`src/rtl/select_sched.sv`:
```
// select_sched: clocked round-robin scheduler in front of a 4-way NCL steering
// select stage. It grants one of four requesters, then issues BURST_LEN
// DATA/NULL four-phase wavefronts on `sel` toward `selectin`. It paces each
// phase on the synchronized `selectinCOMP` completion (`sel_comp`).
// Optional feature macro: SELSCHED_WDOG_EN adds a sticky watchdog on `err`.
// Without that macro, `err` is tied to 0.
module select_sched #(
    parameter int BURST_LEN   = 4,
`ifdef SELSCHED_WDOG_EN
    parameter int TIMEOUT     = 1023,
`endif
    parameter int SYNC_STAGES = 2
) (
    input  logic       clk,
    input  logic       init_n,
    input  logic [3:0] req,
    output logic [3:0] grant,
    output logic [3:0] done,
    output logic [3:0] sel,
    input  logic       sel_comp,
    output logic       err
);

    localparam int BEAT_W = (BURST_LEN > 1) ? $clog2(BURST_LEN) : 1;
    localparam logic [BEAT_W-1:0] LAST_BEAT = BEAT_W'(BURST_LEN - 1);

    typedef enum logic [1:0] {
        S_IDLE,
        S_DATA,
        S_NULL
    } state_t;

    state_t                 state, state_nxt;
    logic [SYNC_STAGES-1:0] sync;
    logic                   comp_s;
    logic [1:0]             ptr, ptr_nxt;
    logic [1:0]             win, win_nxt;
    logic [BEAT_W-1:0]      beat, beat_nxt;
    logic [3:0]             grant_nxt, done_nxt, sel_nxt;
    logic                   any_req;
    logic [1:0]             pick;

    function automatic logic [3:0] onehot(input logic [1:0] idx);
        onehot = 4'b0001 << idx;
    endfunction

    // Bring the asynchronous completion rail into the clock domain
    always_ff @(posedge clk or negedge init_n) begin
        if (!init_n) begin
            sync <= '0;
        end else begin
            sync <= {sync[SYNC_STAGES-2:0], sel_comp};
        end
    end

    assign comp_s = sync[SYNC_STAGES-1];

    // Rotating-priority search: the lowest offset from ptr that is requesting wins
    always_comb begin
        any_req = 1'b0;
        pick    = ptr;
        for (int k = 3; k >= 0; k--) begin
            if (req[ptr + 2'(k)]) begin
                any_req = 1'b1;
                pick    = ptr + 2'(k);
            end
        end
    end

    // Next-state and next-output logic for the grant/wavefront sequencer
    always_comb begin
        state_nxt = state;
        ptr_nxt   = ptr;
        win_nxt   = win;
        beat_nxt  = beat;
        grant_nxt = grant;
        sel_nxt   = sel;
        done_nxt  = '0;
        unique case (state)
            S_IDLE: begin
                sel_nxt   = '0;
                grant_nxt = '0;
                // A high comp_s means the stage has not yet acknowledged the last NULL
                if (any_req && !comp_s) begin
                    state_nxt = S_DATA;
                    win_nxt   = pick;
                    grant_nxt = onehot(pick);
                    sel_nxt   = onehot(pick);
                    beat_nxt  = '0;
                end
            end
            S_DATA: begin
                sel_nxt = onehot(win);
                if (comp_s) begin
                    state_nxt = S_NULL;
                    sel_nxt   = '0;
                end
            end
            S_NULL: begin
                sel_nxt = '0;
                if (!comp_s) begin
                    if (beat == LAST_BEAT) begin
                        state_nxt = S_IDLE;
                        done_nxt  = onehot(win);
                        grant_nxt = '0;
                        ptr_nxt   = win + 2'd1;
                    end else begin
                        state_nxt = S_DATA;
                        beat_nxt  = beat + 1'b1;
                        sel_nxt   = onehot(win);
                    end
                end
            end
            default: begin
                state_nxt = S_IDLE;
                sel_nxt   = '0;
                grant_nxt = '0;
            end
        endcase
    end

    // State and registered outputs; reset forces sel to NULL without a clock
    always_ff @(posedge clk or negedge init_n) begin
        if (!init_n) begin
            state <= S_IDLE;
            ptr   <= '0;
            win   <= '0;
            beat  <= '0;
            grant <= '0;
            sel   <= '0;
            done  <= '0;
        end else begin
            state <= state_nxt;
            ptr   <= ptr_nxt;
            win   <= win_nxt;
            beat  <= beat_nxt;
            grant <= grant_nxt;
            sel   <= sel_nxt;
            done  <= done_nxt;
        end
    end

`ifdef SELSCHED_WDOG_EN
    localparam int CNT_W = $clog2(TIMEOUT + 1);

    logic [CNT_W-1:0] wd_cnt;
    logic             wd_hit;

    // Fires on the edge where the count in one DATA or NULL phase reaches TIMEOUT
    assign wd_hit = (state_nxt == state) && (state != S_IDLE) &&
                    (wd_cnt == CNT_W'(TIMEOUT - 1));

    // Watchdog only observes the handshake; a stuck NCL phase cannot be safely aborted
    always_ff @(posedge clk or negedge init_n) begin
        if (!init_n) begin
            wd_cnt <= '0;
            err    <= 1'b0;
        end else begin
            if (state_nxt != state) begin
                wd_cnt <= '0;
            end else if ((state != S_IDLE) && (wd_cnt != CNT_W'(TIMEOUT))) begin
                wd_cnt <= wd_cnt + 1'b1;
            end
            if (wd_hit) begin
                err <= 1'b1;
            end
        end
    end
`else
    assign err = 1'b0;
`endif

endmodule

```
`config.mk`:
```
export PLATFORM = sky130hd
export DESIGN_NAME = select_sched
export DESIGN_NICKNAME = d
export VERILOG_FILES = /design/src/rtl/select_sched.sv
export SDC_FILE = /design/constraint.sdc
export NUM_CORES = 1
export LEC_CHECK = 0
export ABC_CLOCK_PERIOD_IN_PS = 4200
export CAP_MARGIN = 20
export CORE_MARGIN = 2
export CORE_UTILIZATION = 30
export DETAILED_ROUTE_END_ITERATION = 16
export PLACE_DENSITY_LB_ADDON = 0.08
export SETUP_SLACK_MARGIN = 0.3
export SYNTH_ARGS = -nofsm -noshare
export SYNTH_HDL_FRONTEND = slang
export SYNTH_SLANG_ARGS = --single-unit
export TNS_END_PERCENT = 100
```
`constraint.sdc`:
```
create_clock -name clk -period 4.2 [get_ports clk]
set_clock_uncertainty 0.1 [all_clocks]
set_input_delay 1.05 -clock clk [delete_from_list [all_inputs] [get_ports clk]]
set_output_delay 1.05 -clock clk [all_outputs]
set_load 0.01 [all_outputs]
```
==> results.txt <==
antenna-violating nets left: 0
first-pass GRT wire length: 3519 microns
critical path data arrival time: 2720 ps
most frequent cells after synthesis: dfrtp_1 (22), o21ai_0 (8), nand2_1 (7)
worst slack at placement: 1294 ps
Power Dens Cells: 361.0 nW/um^2
I/O pin count: 20
filler instances: 340
Mapped Area: 1050 sq um
Die Ht: 63.16 microns
Tcrit/Tclk final: 61.21%
Hold Crit Class: register to register
NumNets Final: 127
CTS Hold Bufs: 0
worst vdd ir: 0.1189 mV
Skew-Pair Late Insertion Delay: 310 ps
routability cong.: 0.7766
Worst-Margin Slew: 511.8 ps
Yosys cell types: 38
clock-pin slew on the worst setup and hold paths: 120 ps
Die X-Extent: 63.16 microns
R2R Setup Slk: 2330 ps
Synth top area share: 52.44%
CTS Buf Count: 3
GRT overflow: 0
clk sinks: 22
post-synth net total: 105
max_cap viols: 0
vias post-DR: 729
initial core utilization: 31.46%
area grow syn2layout: 27.29%
clock period minus worst slack: 2571 ps
pin count of the biggest net entering global routing: 23
synthesized area per cell: 11.29 sq um
gr usage total: 11.34%
Worst Path Required: 4350 ps
core area: 3337 sq um
Leakage: 0.5918 nW
RSZ-0062 raised after global routing: false
Crit Path Max Fanout: 7
Post-Syn Instances: 93
Synth area leaders: dfrtp_1 (52%), ha_1 (6.0%), o21ai_0 (3.8%)
Post-synth EDFFs: 0
Slew HR: 65.77%
FP Rows: 21
register area share after synthesis: 52.44%
TritonCTS clock tree: yes
synth warn: 0
IO Port Bufs: 18
Setup Buffers After CTS: 0
initial antenna violation count: 0
Crit Path Class: input port to register
die area: 3989 sq um
post-synth top area cell: dfrtp_1
vias in the first global route: 763
Post-synth top flop: dfrtp_1
flops & latches, synth: 22
cts repair resizes: 0
starting DRC count in detailed routing: 5
drt first pass iters: 4
DRC viols: 0
status: complete, no violations
post-route setup TNS: 0 ps
final setup fails: 0
final hold vios: 0
endpoint class of the critical path: register
Post-DP HPWL: 1525 microns
Clock Path Buffers: 2
fraction of registers with async set/reset: 100.0%
Vias/cell: 4.556
most common cell in the netlist: dfrtp_1
post-route worst setup slack: 1629 ps
CP Launch Type: input port
Slew Viols, Final: 0
H-tree depth: 1
ant diodes: 0
f_max: 0.3890 GHz
Post-Route WL: 2008 microns
CTS Root Cell: clkbuf_4
Avg WL per Cell: 12.55 microns
layout cell share with drive strength beyond 1: 13.16%
-- worst max-delay path, stage by stage --
cell and delay (ps):
clkdlybuf4s50_1 540, or4_4 160, and3b_1 300, or4b_4 540
o21ai_2 120
-- cell type report --
| class | count | area, sq um | share of cell area (%) |
|---|---|---|---|
| multi-input combinational | 66 | 469.2 | 35.11 |
| timing repair buffer | 19 | 195.2 | 14.61 |
| inverter | 3 | 11.26 | 0.8427 |
| sequential | 22 | 550.5 | 41.20 |
| clock buffer | 3 | 22.52 | 1.685 |
| clock inverter | 1 | 30.03 | 2.247 |
| tap | 46 | 57.56 | 4.307 |
-- sequential cells by signal, summed over array words and instances, names as in the netlist --
register and flops:
grant 4, done 4, state 2, win 2, ptr 2, sync 2, sel 4, beat 2
-- metal layers --
metal	wire length, microns	GRT usage (%)
met3	94	2.500
met4	40	5.000
met1	1016	14.46
met2	856	18.35
met5	0	0
-- power by group --
part | switching, mW | leakage [nW] | internal (mW)
clock | 0.0666 | 0.0279 | 0.0965
sequential | 0.0123 | 0.294 | 0.227
combinational | 0.0409 | 0.269 | 0.0392
-- cell families after synthesis --
kind of cell,after synthesis,share of synthesized area [%]
AND/OR/NAND/NOR,32,19.19
buffers and inverters,5,2.861
multiplexers,1,1.073
adder cells (fa/ha/maj),5,5.959
flip-flops,22,52.44
other,1,0.3572
AO/OA/AOI/OAI,27,18.12
-- stage by stage --
step	instance area [sq um]	std cells	util, %	hold WS [ps]	power (mW)
final	1336	160	40.04	271.4	0.4824
after global routing	1336	160	40.04	289.3	0.5095
after CTS	1321	159	39.60	279.1	0.4880
after detailed placement	1269	155	38.02	249.8	0.3230
after global placement	1269	155	38.02	233.9	0.3219
after floorplan	1050	93	-	231.2	0.2876
-- path summary, 6_finish.rpt --
| check | startpoint | to | cells after the start |
|---|---|---|---|
| worst min register to register | sync[0]$_DFF_PN0_ | sync[1]$_DFF_PN0_ | 0 |
| worst max-delay path | req[3] | grant[1]$_DFFE_PN0P_ | 5 |
| worst min-delay path | sync[0]$_DFF_PN0_ | sync[1]$_DFF_PN0_ | 0 |
| worst max register to register | beat[0]$_DFFE_PN0P_ | sel[3]$_DFF_PN0_ | 4 |
| max in group asynchronous | init_n | grant[2]$_DFFE_PN0P_ | 2 |
| min in group asynchronous | init_n | win[0]$_DFFE_PN0P_ | 1 |
-- cells in the final DEF, fill, tap and decap left out, drive strengths merged, types with 2 or more instances in the layout --
master,instances
nor2b,3
and2,5
a32o,2
dfrtp,22
o21ai,12
inv,3
nor2,3
nand2,7
nand2b,3
ha,5
a21oi,4
clkdlybuf4s50,18
clkbuf,3
Note: power is estimated with default switching activity, not from simulation.
